[src/rtl/phase_sequencer.sv]
// -----------------------------------------------------------------------------
// phase_sequencer
//
// Locks to the adiabatic power clock seen through the phase detector output
// and, once locked, produces a one-hot 4-phase enable, one quarter period per
// phase, for the downstream adiabatic logic stages.
//
// Flow: det_in -> 2-flop synchroniser -> (optional glitch filter) -> rising
// edge detect. Each rising edge captures the free-running period counter.
// Consecutive in-tolerance periods lock the sequencer. While locked, a period
// drift beyond TOL or a missing edge for TIMEOUT cycles raises a fault that
// holds until clr_fault.
//
// Optional feature macro: PHASE_SEQ_GLITCH_FILTER_EN
//   Defined   : the synchronised level only changes after it has held a new
//               value for 3 consecutive cycles (rise latency +2 cycles,
//               1-2 cycle pulses on det_in are ignored).
//   Undefined : every synchronised transition counts.
//
// Ports:
//   clk        in   system clock
//   rst_n      in   asynchronous active-low reset
//   det_in     in   phase detector output, asynchronous to clk
//   clr_fault  in   single-cycle pulse, leaves FAULT for IDLE
//   phase_en   out  [3:0] one-hot phase enable, zero unless locked
//   phase_idx  out  [1:0] current phase index
//   locked     out  high in LOCKED
//   fault      out  high in FAULT
//   period     out  [CNT_W-1:0] locked period in clk cycles
// -----------------------------------------------------------------------------
module phase_sequencer #(
    parameter int CNT_W    = 12,
    parameter int LOCK_CNT = 4,
    parameter int TOL      = 2,
    parameter int TIMEOUT  = 4000
) (
    input  logic             clk,
    input  logic             rst_n,
    input  logic             det_in,
    input  logic             clr_fault,
    output logic [3:0]       phase_en,
    output logic [1:0]       phase_idx,
    output logic             locked,
    output logic             fault,
    output logic [CNT_W-1:0] period
);

    localparam int               LW        = $clog2(LOCK_CNT + 1);
    localparam logic [CNT_W-1:0] TOL_C     = CNT_W'(TOL);
    localparam logic [CNT_W-1:0] TIMEOUT_C = CNT_W'(TIMEOUT);
    localparam logic [CNT_W-1:0] MIN_PER_C = CNT_W'(4);
    localparam logic [LW-1:0]    LOCK_C    = LW'(LOCK_CNT);

    typedef enum logic [1:0] {
        S_IDLE    = 2'd0,
        S_ACQUIRE = 2'd1,
        S_LOCKED  = 2'd2,
        S_FAULT   = 2'd3
    } state_t;

    state_t           state_q, state_d;
    logic             sync1_q, det_s_q, det_q;
    logic             det_f, rise;
    logic [CNT_W-1:0] pcnt_q, pcnt_d;
    logic [CNT_W-1:0] pcur_q, pcur_d;
    logic             have_prev_q, have_prev_d;
    logic [LW-1:0]    lock_cnt_q, lock_cnt_d, lock_inc;
    logic [CNT_W-1:0] period_q, period_d;
    logic [CNT_W-1:0] sub_q, sub_d;
    logic [1:0]       idx_q, idx_d;
    logic [3:0]       phase_en_q, phase_en_d;
    logic [CNT_W-1:0] quarter_raw, quarter;
    logic             timeout;

    function automatic logic in_tol(input logic [CNT_W-1:0] a,
                                    input logic [CNT_W-1:0] b);
        logic [CNT_W-1:0] diff;
        diff = (a >= b) ? (a - b) : (b - a);
        return (diff <= TOL_C);
    endfunction

    // Synchroniser; det_q holds the previous (filtered) level for edge detect.
    always_ff @(posedge clk or negedge rst_n) begin
        if (!rst_n) begin
            sync1_q <= 1'b0;
            det_s_q <= 1'b0;
            det_q   <= 1'b0;
        end else begin
            sync1_q <= det_in;
            det_s_q <= sync1_q;
            det_q   <= det_f;
        end
    end

`ifdef PHASE_SEQ_GLITCH_FILTER_EN
    logic hist1_q, hist2_q, filt_q;

    // The level follows det_s only once the current and two previous samples agree.
    assign det_f = (det_s_q == hist1_q && hist1_q == hist2_q) ? det_s_q : filt_q;

    always_ff @(posedge clk or negedge rst_n) begin
        if (!rst_n) begin
            hist1_q <= 1'b0;
            hist2_q <= 1'b0;
            filt_q  <= 1'b0;
        end else begin
            hist1_q <= det_s_q;
            hist2_q <= hist1_q;
            filt_q  <= det_f;
        end
    end
`else
    assign det_f = det_s_q;
`endif

    assign rise        = det_f & ~det_q;
    assign timeout     = (pcnt_q == TIMEOUT_C);
    assign quarter_raw = period_q >> 2;
    assign quarter     = (quarter_raw == '0) ? CNT_W'(1) : quarter_raw;
    assign lock_inc    = lock_cnt_q + LW'(1);

    always_comb begin
        state_d     = state_q;
        have_prev_d = have_prev_q;
        lock_cnt_d  = lock_cnt_q;
        period_d    = period_q;
        pcur_d      = rise ? pcnt_q : pcur_q;
        if (rise)
            pcnt_d = CNT_W'(1);
        else if (pcnt_q == '1)
            pcnt_d = pcnt_q;
        else
            pcnt_d = pcnt_q + CNT_W'(1);

        // On a rise the incoming capture (pcnt_q) is compared against the
        // previous capture still held in pcur_q.
        case (state_q)
            S_IDLE: begin
                if (rise) begin
                    state_d     = S_ACQUIRE;
                    lock_cnt_d  = '0;
                    have_prev_d = 1'b0;
                end
            end
            S_ACQUIRE: begin
                if (rise) begin
                    have_prev_d = 1'b1;
                    if (have_prev_q) begin
                        if (in_tol(pcnt_q, pcur_q)) begin
                            lock_cnt_d = lock_inc;
                            if (lock_inc == LOCK_C) begin
                                if (pcnt_q < MIN_PER_C) begin
                                    state_d = S_FAULT;
                                end else begin
                                    state_d  = S_LOCKED;
                                    period_d = pcnt_q;
                                end
                            end
                        end else begin
                            lock_cnt_d = '0;
                        end
                    end
                end else if (timeout) begin
                    state_d = S_IDLE;
                end
            end
            S_LOCKED: begin
                if (rise) begin
                    if (!in_tol(pcnt_q, period_q))
                        state_d = S_FAULT;
                end else if (timeout) begin
                    state_d = S_FAULT;
                end
            end
            S_FAULT: begin
                if (clr_fault) begin
                    state_d  = S_IDLE;
                    period_d = '0;
                end
            end
            default: state_d = S_IDLE;
        endcase

        // Phase generation: quarter-period sub-counter, index saturates at 3
        // until the next rise realigns it.
        sub_d = '0;
        idx_d = 2'd0;
        if (state_d == S_LOCKED && !rise) begin
            if (sub_q == quarter - CNT_W'(1)) begin
                sub_d = '0;
                idx_d = (idx_q == 2'd3) ? 2'd3 : idx_q + 2'd1;
            end else begin
                sub_d = sub_q + CNT_W'(1);
                idx_d = idx_q;
            end
        end
        phase_en_d = (state_d == S_LOCKED) ? (4'b0001 << idx_d) : 4'b0000;
    end

    always_ff @(posedge clk or negedge rst_n) begin
        if (!rst_n) begin
            state_q     <= S_IDLE;
            pcnt_q      <= '0;
            pcur_q      <= '0;
            have_prev_q <= 1'b0;
            lock_cnt_q  <= '0;
            period_q    <= '0;
            sub_q       <= '0;
            idx_q       <= 2'd0;
            phase_en_q  <= 4'b0000;
        end else begin
            state_q     <= state_d;
            pcnt_q      <= pcnt_d;
            pcur_q      <= pcur_d;
            have_prev_q <= have_prev_d;
            lock_cnt_q  <= lock_cnt_d;
            period_q    <= period_d;
            sub_q       <= sub_d;
            idx_q       <= idx_d;
            phase_en_q  <= phase_en_d;
        end
    end

    assign phase_en  = phase_en_q;
    assign phase_idx = idx_q;
    assign locked    = (state_q == S_LOCKED);
    assign fault     = (state_q == S_FAULT);
    assign period    = period_q;

endmodule

[config.mk]
export PLATFORM = sky130hd
export DESIGN_NAME = phase_sequencer
export DESIGN_NICKNAME = d
export VERILOG_FILES = /design/src/rtl/phase_sequencer.sv
export SDC_FILE = /design/constraint.sdc
export NUM_CORES = 1
export LEC_CHECK = 0
export ABC_CLOCK_PERIOD_IN_PS = 4100
export BUFFER_PORTS_ARGS = -buffer_cell sky130_fd_sc_hd__buf_4
export CAP_MARGIN = 20
export CORE_ASPECT_RATIO = 0.75
export CORE_MARGIN = 2
export CORE_UTILIZATION = 45
export CTS_BUF_LIST = sky130_fd_sc_hd__clkbuf_8
export CTS_CLUSTER_SIZE = 20
export DETAILED_ROUTE_END_ITERATION = 7
export GPL_ROUTABILITY_DRIVEN = 0
export PLACE_DENSITY_LB_ADDON = 0.2
export SLEW_MARGIN = 5
export SYNTH_ARGS = -nofsm -noshare
export SYNTH_HDL_FRONTEND = slang
export SYNTH_SLANG_ARGS = --single-unit
[constraint.sdc]
create_clock -name clk -period 4.1 [get_ports clk]
set_input_delay 0.82 -clock clk [delete_from_list [all_inputs] [get_ports clk]]
set_output_delay 0.82 -clock clk [all_outputs]
set_load 0.02 [all_outputs]
==> results.md, run 1 <==
Status:
- The run finished with clean final reports.

Detailed routing:
- The detail route stage leaves a number of antenna-violating nets equal to 0.
- The final wirelength is 14700 µm.
- The number of vias per cell is 5.88.
- Summing over every cut layer, the via total after detailed routing is 4881.
- In the routed design, unresolved DRC markers number 0.
- The first-iteration detailed-routing DRC count is 349.
- The first detailed-routing pass took 5 iterations.
- After detailed routing, the average wire length per cell comes to 17.7 µm.

Critical path:
- STA classifies the critical path endpoint as a flip-flop.
- The critical path goes through inv_1, ha_1, fa_1, nand3b_1, nand3_1, nand4_2, nand3_4, mux2i_1, xor2_1, or4b_4, or4_1, a22o_1, and3b_1.
- The worst-path maximum fanout is 9.
- On the worst path, the slowest cell contributes a delay of 0.57 ns.
- The buffering stage count on the worst path with inverters included is 1.
- The critical path is of the flip-flop to flip-flop type.
- The worst setup path is launched from a flip-flop.
- The cell family with the largest share of critical-path delay is simple AND/OR/NAND/NOR gates.
- The data arrival at the endpoint of the critical path is 4.15 ns.
- The slowest stage of the critical path belongs to the cell sky130_fd_sc_hd__or4b_4.
- The critical path data required time is 4.40 ns.

Yosys:
- For this run, the number of Yosys warnings is 0.
- A synthesized cell averages 8.42 µm².
- The synthesized design contains 0 enable-type register cells.
- The register area share after synthesis is 29.2%.
- By area the synthesized netlist is led by sky130_fd_sc_hd__dfrtp_1 29%, sky130_fd_sc_hd__ha_1 12%, sky130_fd_sc_hd__mux2i_1 5.0%, sky130_fd_sc_hd__nand2_1 4.2%, sky130_fd_sc_hd__xnor2_1 4.1%.
- Of the post-synthesis cell area, the dominant cell type holds 29.2%.
- In the synthesized netlist the async set-or-reset flop fraction comes to 100%.
- When the netlist entered floorplanning its net count stood at 701.
- In this run, synthesis produced a sequential element count of 63.
- For this run, the leading register cell type out of synthesis is sky130_fd_sc_hd__dfrtp_1.
- The number of different library cells used by synthesis comes to 67.
- The biggest area contributor in the post-synthesis netlist is sky130_fd_sc_hd__dfrtp_1.
- The cell area that synthesis handed to floorplanning was 5400 µm².
- The synthesized instance count is 641.

Final layout:
- The repair_antennas step left the layout with diodes totalling 0.
- The layout-stage area growth over the synthesis result is 10.7%.
- The non-filler instance count after layout is 830.
- The filler cells instantiated in the layout total 1129.
- For this run, the post-layout net count is 723.
- The share of final-layout standard cells stronger than drive strength 1 is 10.0%.

Pwr:
- In this run the power density over the cells is 445 nW/µm².
- The leakage component of the power is 0.00281 µW.
- In this run, the combinational gates consume 52.6% of the power.
- The internal portion of the total power is 1540 µW.
- Per report_power, the clock group accounts for 21.0% of the total.
- The analysis attributes to net switching a power of 1120 µW.
- The total power is 2660 µW.
- The share of total power in sequential cells is 26.4%.
- The proportion of total power due to net switching is 42.2%.
- The largest vdd supply drop is 0.224 mV.

CTS:
- Counting along the longest clock path gives a buffer depth of 2.
- TritonCTS built the clock tree.
- The H-tree generated during clock tree synthesis spans 3 levels.
- The buffers inserted during post-CTS setup optimization is 0.
- CTS placed an instance of sky130_fd_sc_hd__clkbuf_8 at the clock tree root.
- Buffers inserted during clock tree synthesis total 9.
- After clock tree synthesis, the clock-pin slew on the worst setup and hold paths is 0.08 ns.
- The quantity of hold-fixing buffers added after cts is 0.
- The post-cts resize count is 0.
- The number of clock sinks is 63.
- Clock latency on the worst-skew pair, taken at its later pin, is 0.36 ns.

Placed design:
- The number of input and output port buffers inserted is 23.
- Detailed placement ended at an HPWL of 11200 µm.
- In this run, placement finished with an instance count of 814.

STA:
- Measured against its own limit, the worst slew margin works out to 45.6%.
- The worst path needs 3.85 ns of the cycle, external delays included.
- After routing, the total negative slack on setup checks comes to 0 ns.
- The final critical path takes up 94.0% of the cycle.
- The number of failing hold endpoints at the final stage is 0.
- Setup repair after global routing left no endpoint under its margin.
- The number of setup violations in the final report is 0.
- Across the routed clock network, the largest skew measured is 0.00908 ns.
- The slew of the pin with the lowest slew margin is 0.816 ns.
- Derived from the worst setup path, the maximum achievable clock frequency is 260 MHz.
- The max-slew violation count is 0.

Floorplan:
- The number of standard-cell rows in the floorplan is 34.
- Measured along the y axis, the die boundary spans 98.8 µm.
- The placeable core region is 11700 µm².
- The initial core utilization is 46.3%.
- The count of boundary I/O pins is 24.
- The die covers 12900 µm².
- The die is 130 µm wide.

GRT:
- The number of global-route vias before repair is 4507.
- Across every metal layer, demand over resource in global routing totals 23.4%.
- The number of antenna violations at the first check in global routing is 0.
- The wire length of the first global-routing pass is 23600 µm.
- Summed over all layers, the global routing overflow is 0.
- The largest net degree at the start of global routing is 64.

Flow run:
- The tool flagged a number of max-cap violations equal to 0.

Hold path:
- The worst hold path belongs to the class flip-flop to flip-flop.
## final cells by class
type / instances / area, µm² / share of cell area (%)
multi-input combinational: 499 / 3520 / 58.9
inverter: 52 / 195 / 3.27
clock inverter: 7 / 72.6 / 1.22
clock buffer: 9 / 124 / 2.07
sequential: 63 / 1580 / 26.4
timing repair buffer: 38 / 285 / 4.78
tap: 162 / 203 / 3.39
## routing by layer
| layer | share of wire, % | track usage (%) | vias up |
|---|---|---|---|
| met2 | 43 | 34.4 | 170 |
| met5 | 0 | 0 | - |
| met4 | 1.1 | 5.48 | 0 |
| met3 | 7.2 | 4.89 | 18 |
| met1 | 48 | 35.3 | 2371 |
| li1 | - | - | 2322 |
## cell usage in the layout (no fill, tap or decap), types with 5 or more instances in the layout
master,instances
sky130_fd_sc_hd__dfrtp_1,63
sky130_fd_sc_hd__buf_4,38
sky130_fd_sc_hd__nor2b_1,5
sky130_fd_sc_hd__inv_1,51
sky130_fd_sc_hd__nor3_1,18
sky130_fd_sc_hd__xor2_1,20
sky130_fd_sc_hd__xnor2_1,25
sky130_fd_sc_hd__mux2i_1,27
sky130_fd_sc_hd__nor2_1,41
sky130_fd_sc_hd__o21ai_0,37
sky130_fd_sc_hd__ha_1,52
sky130_fd_sc_hd__clkbuf_8,9
sky130_fd_sc_hd__a31oi_1,10
sky130_fd_sc_hd__nand4_1,7
sky130_fd_sc_hd__nand2_1,61
sky130_fd_sc_hd__a221oi_1,6
sky130_fd_sc_hd__nor4_1,10
sky130_fd_sc_hd__nand2b_1,13
sky130_fd_sc_hd__a21oi_1,35
sky130_fd_sc_hd__nand3_1,19
sky130_fd_sc_hd__and3_1,11
sky130_fd_sc_hd__a21o_1,12
sky130_fd_sc_hd__o21ai_1,8
sky130_fd_sc_hd__o211ai_1,5
## flip-flops by register name (all words and copies together), names as in the netlist, 2 cells and up
signal,cells
pcnt_q,12
period,12
pcur_q,12
sub_q,12
phase_en,4
state_q,2
phase_idx,2
lock_cnt_q,3
## worst paths after layout
check / start / endpoint / slack, ns / depth (start not counted)
min in group asynchronous: rst_n / phase_en[1]$_DFF_PN0_ / 0.54 / 1
min: sync1_q$_DFF_PN0_ / det_f$_DFF_PN0_ / 0.36 / 0
min reg2reg: sync1_q$_DFF_PN0_ / det_f$_DFF_PN0_ / 0.36 / 0
max in group asynchronous: rst_n / pcur_q[10]$_DFFE_PN0P_ / 3.01 / 1
max: pcnt_q[0]$_DFFE_PN0P_ / phase_en[0]$_DFF_PN0_ / 0.25 / 13
max reg2reg: pcnt_q[0]$_DFFE_PN0P_ / phase_en[0]$_DFF_PN0_ / 0.25 / 13
## Yosys cell counts (10+ instances only)
cell type,number
sky130_fd_sc_hd__xnor2_1,25
sky130_fd_sc_hd__inv_1,51
sky130_fd_sc_hd__nor4_1,10
sky130_fd_sc_hd__and3_1,11
sky130_fd_sc_hd__xor2_1,20
sky130_fd_sc_hd__a31oi_1,10
sky130_fd_sc_hd__dfrtp_1,63
sky130_fd_sc_hd__a21o_1,12
sky130_fd_sc_hd__o21ai_0,37
sky130_fd_sc_hd__clkbuf_1,19
sky130_fd_sc_hd__nor3_1,18
sky130_fd_sc_hd__nand2b_1,13
sky130_fd_sc_hd__ha_1,52
sky130_fd_sc_hd__a21oi_1,35
sky130_fd_sc_hd__nor2_1,41
sky130_fd_sc_hd__mux2i_1,27
sky130_fd_sc_hd__nand2_1,61
sky130_fd_sc_hd__nand3_1,19
## power groups by stage
stage	combinational, µW	sequential (µW)	clock (µW)
floorplan	1080	703	0
global placement	1350	710	0
detailed placement	1360	713	0
CTS	1380	701	570
global route	1550	708	602
finish	1400	702	559
## through the flow
| stage | setup WS, ns | hold slack, ns | utilization [%] | instance area, µm² |
|---|---|---|---|---|
| floorplan | 0.482 | 0.331 | - | 5400 |
| global placement | 0.426 | 0.341 | 49.5 | 5780 |
| detailed placement | 0.310 | 0.336 | 49.5 | 5780 |
| CTS | 0.271 | 0.364 | 51.2 | 5970 |
| global route | 0.0160 | 0.376 | 51.2 | 5970 |
| finish | 0.247 | 0.361 | 51.2 | 5970 |
## kinds of logic after synthesis
group,count (synthesis),synth area share (%)
buf+inv,79,5.66
simple gates,215,20.4
xor+xnor,45,7.31
flops,63,29.2
mux,31,5.84
compound gates,152,18.0
fa+ha+maj,56,13.5
## worst register-to-register path, cell delays in order (launching register included)
cell and delay, ns:
sky130_fd_sc_hd__dfrtp_1 0.44, sky130_fd_sc_hd__inv_1 0.16, sky130_fd_sc_hd__ha_1 0.26, sky130_fd_sc_hd__fa_1 0.40
sky130_fd_sc_hd__nand3b_1 0.22, sky130_fd_sc_hd__nand3_1 0.14, sky130_fd_sc_hd__nand4_2 0.13, sky130_fd_sc_hd__nand3_4 0.18
sky130_fd_sc_hd__mux2i_1 0.24, sky130_fd_sc_hd__xor2_1 0.14, sky130_fd_sc_hd__or4b_4 0.57, sky130_fd_sc_hd__or4_1 0.48
sky130_fd_sc_hd__a22o_1 0.25, sky130_fd_sc_hd__and3b_1 0.21
Power figures use the tool's default switching activity.
==> inputs of run 2 (changes only) <==
CORE_ASPECT_RATIO = 1.1   (was 0.75)
HOLD_SLACK_MARGIN = 0.1   (was default)
==> run 2 against run 1 <==
Effect of this change: worst setup slack better by 0.067 ns; critical endpoint unchanged; sequential share of layout area up 0.17 points; critical path type unchanged; global-route usage down 0.80 points; clock-buffer cell count unchanged; core utilization about the same; die area about the same.
==> results.md, run 2 (synthesis results as in run 1) <==
GRT:
- The number of antenna violations at the first check in global routing came to 0 (unchanged).
- The number of global-route vias before repair is 4665 (was 4507).
- The wire length of the first global-routing pass is 23100 µm (was 23600 µm).
- The total congestion overflow after global routing was 0 (unchanged).
- The global routing usage summed across all routing layers is 22.6% (was 23.4%).
- The largest net degree at the start of global routing is 64 (unchanged).

Final layout:
- The final-stage net count is 723 (unchanged).
- The most common cell after layout, fill and taps aside is sky130_fd_sc_hd__dfrtp_1 (unchanged).
- The layout-stage area growth over the synthesis result is 10.0% (was 10.7%).
- The antenna diode count was 0 (unchanged).
- The number of filler cells placed in the layout was 1101 (was 1129).
- The share of final-layout standard cells stronger than drive strength 1 is 10.0% (unchanged).
- Leading cell types in the layout, fill and taps excluded: 63 x sky130_fd_sc_hd__dfrtp_1, 61 x sky130_fd_sc_hd__nand2_1, 52 x sky130_fd_sc_hd__ha_1 (unchanged).

Floorplan:
- The area of the die is 12900 µm² (about the same).
- The placeable core region was 11600 µm² (was 11700 µm²).
- The die width came to 108 µm (was 130 µm).
- The number of standard-cell rows in the floorplan is 41 (was 34).
- The initial core utilization was 46.5% (was 46.3%).
- The vertical die dimension is 119 µm (was 98.8 µm).
- The count of boundary I/O pins is 24 (unchanged).

STA:
- The slew of the pin with the lowest slew margin was 0.816 ns (about the same).
- The headroom to the max-slew limit came to 45.6% (about the same).
- The achievable frequency is 264 MHz (was 260 MHz).
- The clock tree skew after final layout is 0.0102 ns (was 0.00908 ns).
- The number of failing hold endpoints at the final stage is 0 (unchanged).
- RSZ-0062 raised after global routing: false (unchanged).
- The final period utilization is 92.3% (was 94.0%).
- The final-layout setup total negative slack is 0 ns (unchanged).
- The number of setup violations in the final report is 0 (unchanged).
- The final period demand of the worst path is 3.79 ns (was 3.85 ns).
- The final worst slack was 0.314 ns (was 0.247 ns).
- The max-slew violation count was 0 (unchanged).

Pwr:
- The proportion of total power due to net switching is 42.6% (was 42.2%).
- The portion of total power attributed to the clock network is 19.5% (was 21.0%).
- The combinational cell fraction of total power came to 53.2% (was 52.6%).
- The largest vdd supply drop was 0.269 mV (was 0.224 mV).
- The cell internal power dissipation is 1470 µW (was 1540 µW).
- The share of total power in sequential cells is 27.4% (was 26.4%).
- The power density over cell area is 431 nW/µm² (was 445 nW/µm²).
- The leakage component of the power is 0.00280 µW (was 0.00281 µW).
- The switching power summed over all nets is 1090 µW (was 1120 µW).

Placed design:
- The post-place setup slack is 0.308 ns (was 0.310 ns).
- The detailed placer's ending HPWL is 10700 µm (was 11200 µm).
- The number of input and output port buffers inserted is 23 (unchanged).

Critical path:
- The highest-delay cell along the critical path is sky130_fd_sc_hd__or4b_4 (unchanged).
- The startpoint class of the critical path is a flip-flop (unchanged).
- Critical-path cell list: inv_1, ha_1, nand2b_1, a21oi_1, or2_2, a221oi_1, mux2i_1, xor2_1, or4b_4, or4_1, a22o_1, and3b_1 (was inv_1, ha_1, fa_1, nand3b_1, nand3_1, nand4_2, nand3_4, mux2i_1, xor2_1, or4b_4, or4_1, a22o_1, and3b_1).
- The type of element capturing the critical path is a flip-flop (unchanged).
- The category of the most critical setup path is flip-flop to flip-flop (unchanged).
- The critical path data required time came to 4.40 ns (about the same).
- The data arrival at the endpoint of the critical path is 4.08 ns (was 4.15 ns).
- The worst-path maximum fanout came to 8 (was 9).
- The delay of the slowest cell on the worst path is 0.54 ns (was 0.57 ns).

Detailed routing:
- The first-iteration detailed-routing DRC count is 289 (was 349).
- The number of routed nets with antenna violations is 0 (unchanged).
- The number of vias per cell is 5.84 (was 5.88).
- The detailed-route via count is 4774 (was 4881).
- The final wirelength was 13900 µm (was 14700 µm).
- The remaining routing DRC violations is 0 (unchanged).
- The wire length per cell after detailed routing was 17.0 µm (was 17.7 µm).
- The number of detailed-route iterations in the first pass was 5 (unchanged).

CTS:
- The number of buffers on the longest clock path is 2 (unchanged).
- The clock network latency to the later pin of the worst-skew pair came to 0.36 ns (about the same).
- The number of H-tree branching levels is 3 (unchanged).
- The CTS root buffer was sky130_fd_sc_hd__clkbuf_8 (unchanged).
- The number of clock sinks is 63 (unchanged).
- The number of clock buffers inserted by TritonCTS came to 9 (unchanged).
- The CTS tree is done (unchanged).
- The buffers inserted during post-CTS setup optimization is 0 (unchanged).
- The quantity of hold-fixing buffers added after cts is 0 (unchanged).
- The clock transition at the register clock pins on the worst setup and hold paths after CTS is 0.08 ns (about the same).
- The post-cts resize count is 0 (unchanged).

Status:
- Run status: complete, no violations (unchanged).

Flow run:
- The max-capacitance violation count is 0 (unchanged).

Hold path:
- The kind of path behind the tightest hold check is flip-flop to flip-flop (unchanged).
==> run 2: worst paths after layout <==
kind	to	cells past startpoint	slack (ns)	start
worst min-delay path	det_f$_DFF_PN0_	0	0.36	sync1_q$_DFF_PN0_
min in group asynchronous	phase_idx[0]$_DFF_PN0_	1	0.54	rst_n
worst max register to register	phase_en[0]$_DFF_PN0_	12	0.31	pcnt_q[1]$_DFFE_PN0P_
max in group asynchronous	sub_q[8]$_DFF_PN0_	1	3.01	rst_n
worst min register to register	det_f$_DFF_PN0_	0	0.36	sync1_q$_DFF_PN0_
worst max-delay path	phase_en[0]$_DFF_PN0_	12	0.31	pcnt_q[1]$_DFFE_PN0P_
==> run 2: routing by layer <==
metal	part of all wire [%]	wire length [µm]	global-route usage [%]	up-vias
li1	-	-	-	2307
met1	45	6220	29.7	2304
met2	48	6650	37.1	135
met3	5.4	753	5.04	28
met4	2.1	292	6.73	0
met5	0	0	0	-
==> run 2: per-stage QoR <==
stage	instances	cell area, µm²	total power (µW)	utilization (%)	hold slack (ns)
floorplan	641	5400	1780	-	0.331
global placement	802	5760	2030	49.7	0.336
detailed placement	802	5760	2060	49.7	0.340
CTS	818	5930	2560	51.2	0.358
global route	818	5930	2760	51.2	0.369
finish	818	5930	2560	51.2	0.357
==> run 2: area by class of cell <==
| cell class | instances | area [µm²] | area share, % |
|---|---|---|---|
| multi-input cells | 499 | 3520 | 59.2 |
| clock buffers | 9 | 124 | 2.09 |
| inverters | 52 | 195 | 3.29 |
| flip-flops and latches | 63 | 1580 | 26.6 |
| well taps | 150 | 188 | 3.16 |
| clock inverters | 7 | 50.0 | 0.843 |
| repair buffers | 38 | 285 | 4.81 |
==> run 2: power by group through the flow <==
stage               sequential (µW)  combinational (µW)  clock, µW
finish                          701                1360        498
global route                    707                1510        543
CTS                             701                1350        512
detailed placement              713                1340          0
global placement                711                1320          0
floorplan                       703                1080          0
==> run 2: worst max-delay path, delay by kind of cell, from the launching register on <==
family	cells	cell delay, ns
AND/OR/NAND/NOR	5	1.62
multiplexers	1	0.13
adder cells (fa/ha/maj)	1	0.38
buffers and inverters	1	0.23
flip-flops	1	0.53
AO/OA/AOI/OAI	3	0.65
XOR/XNOR	1	0.17
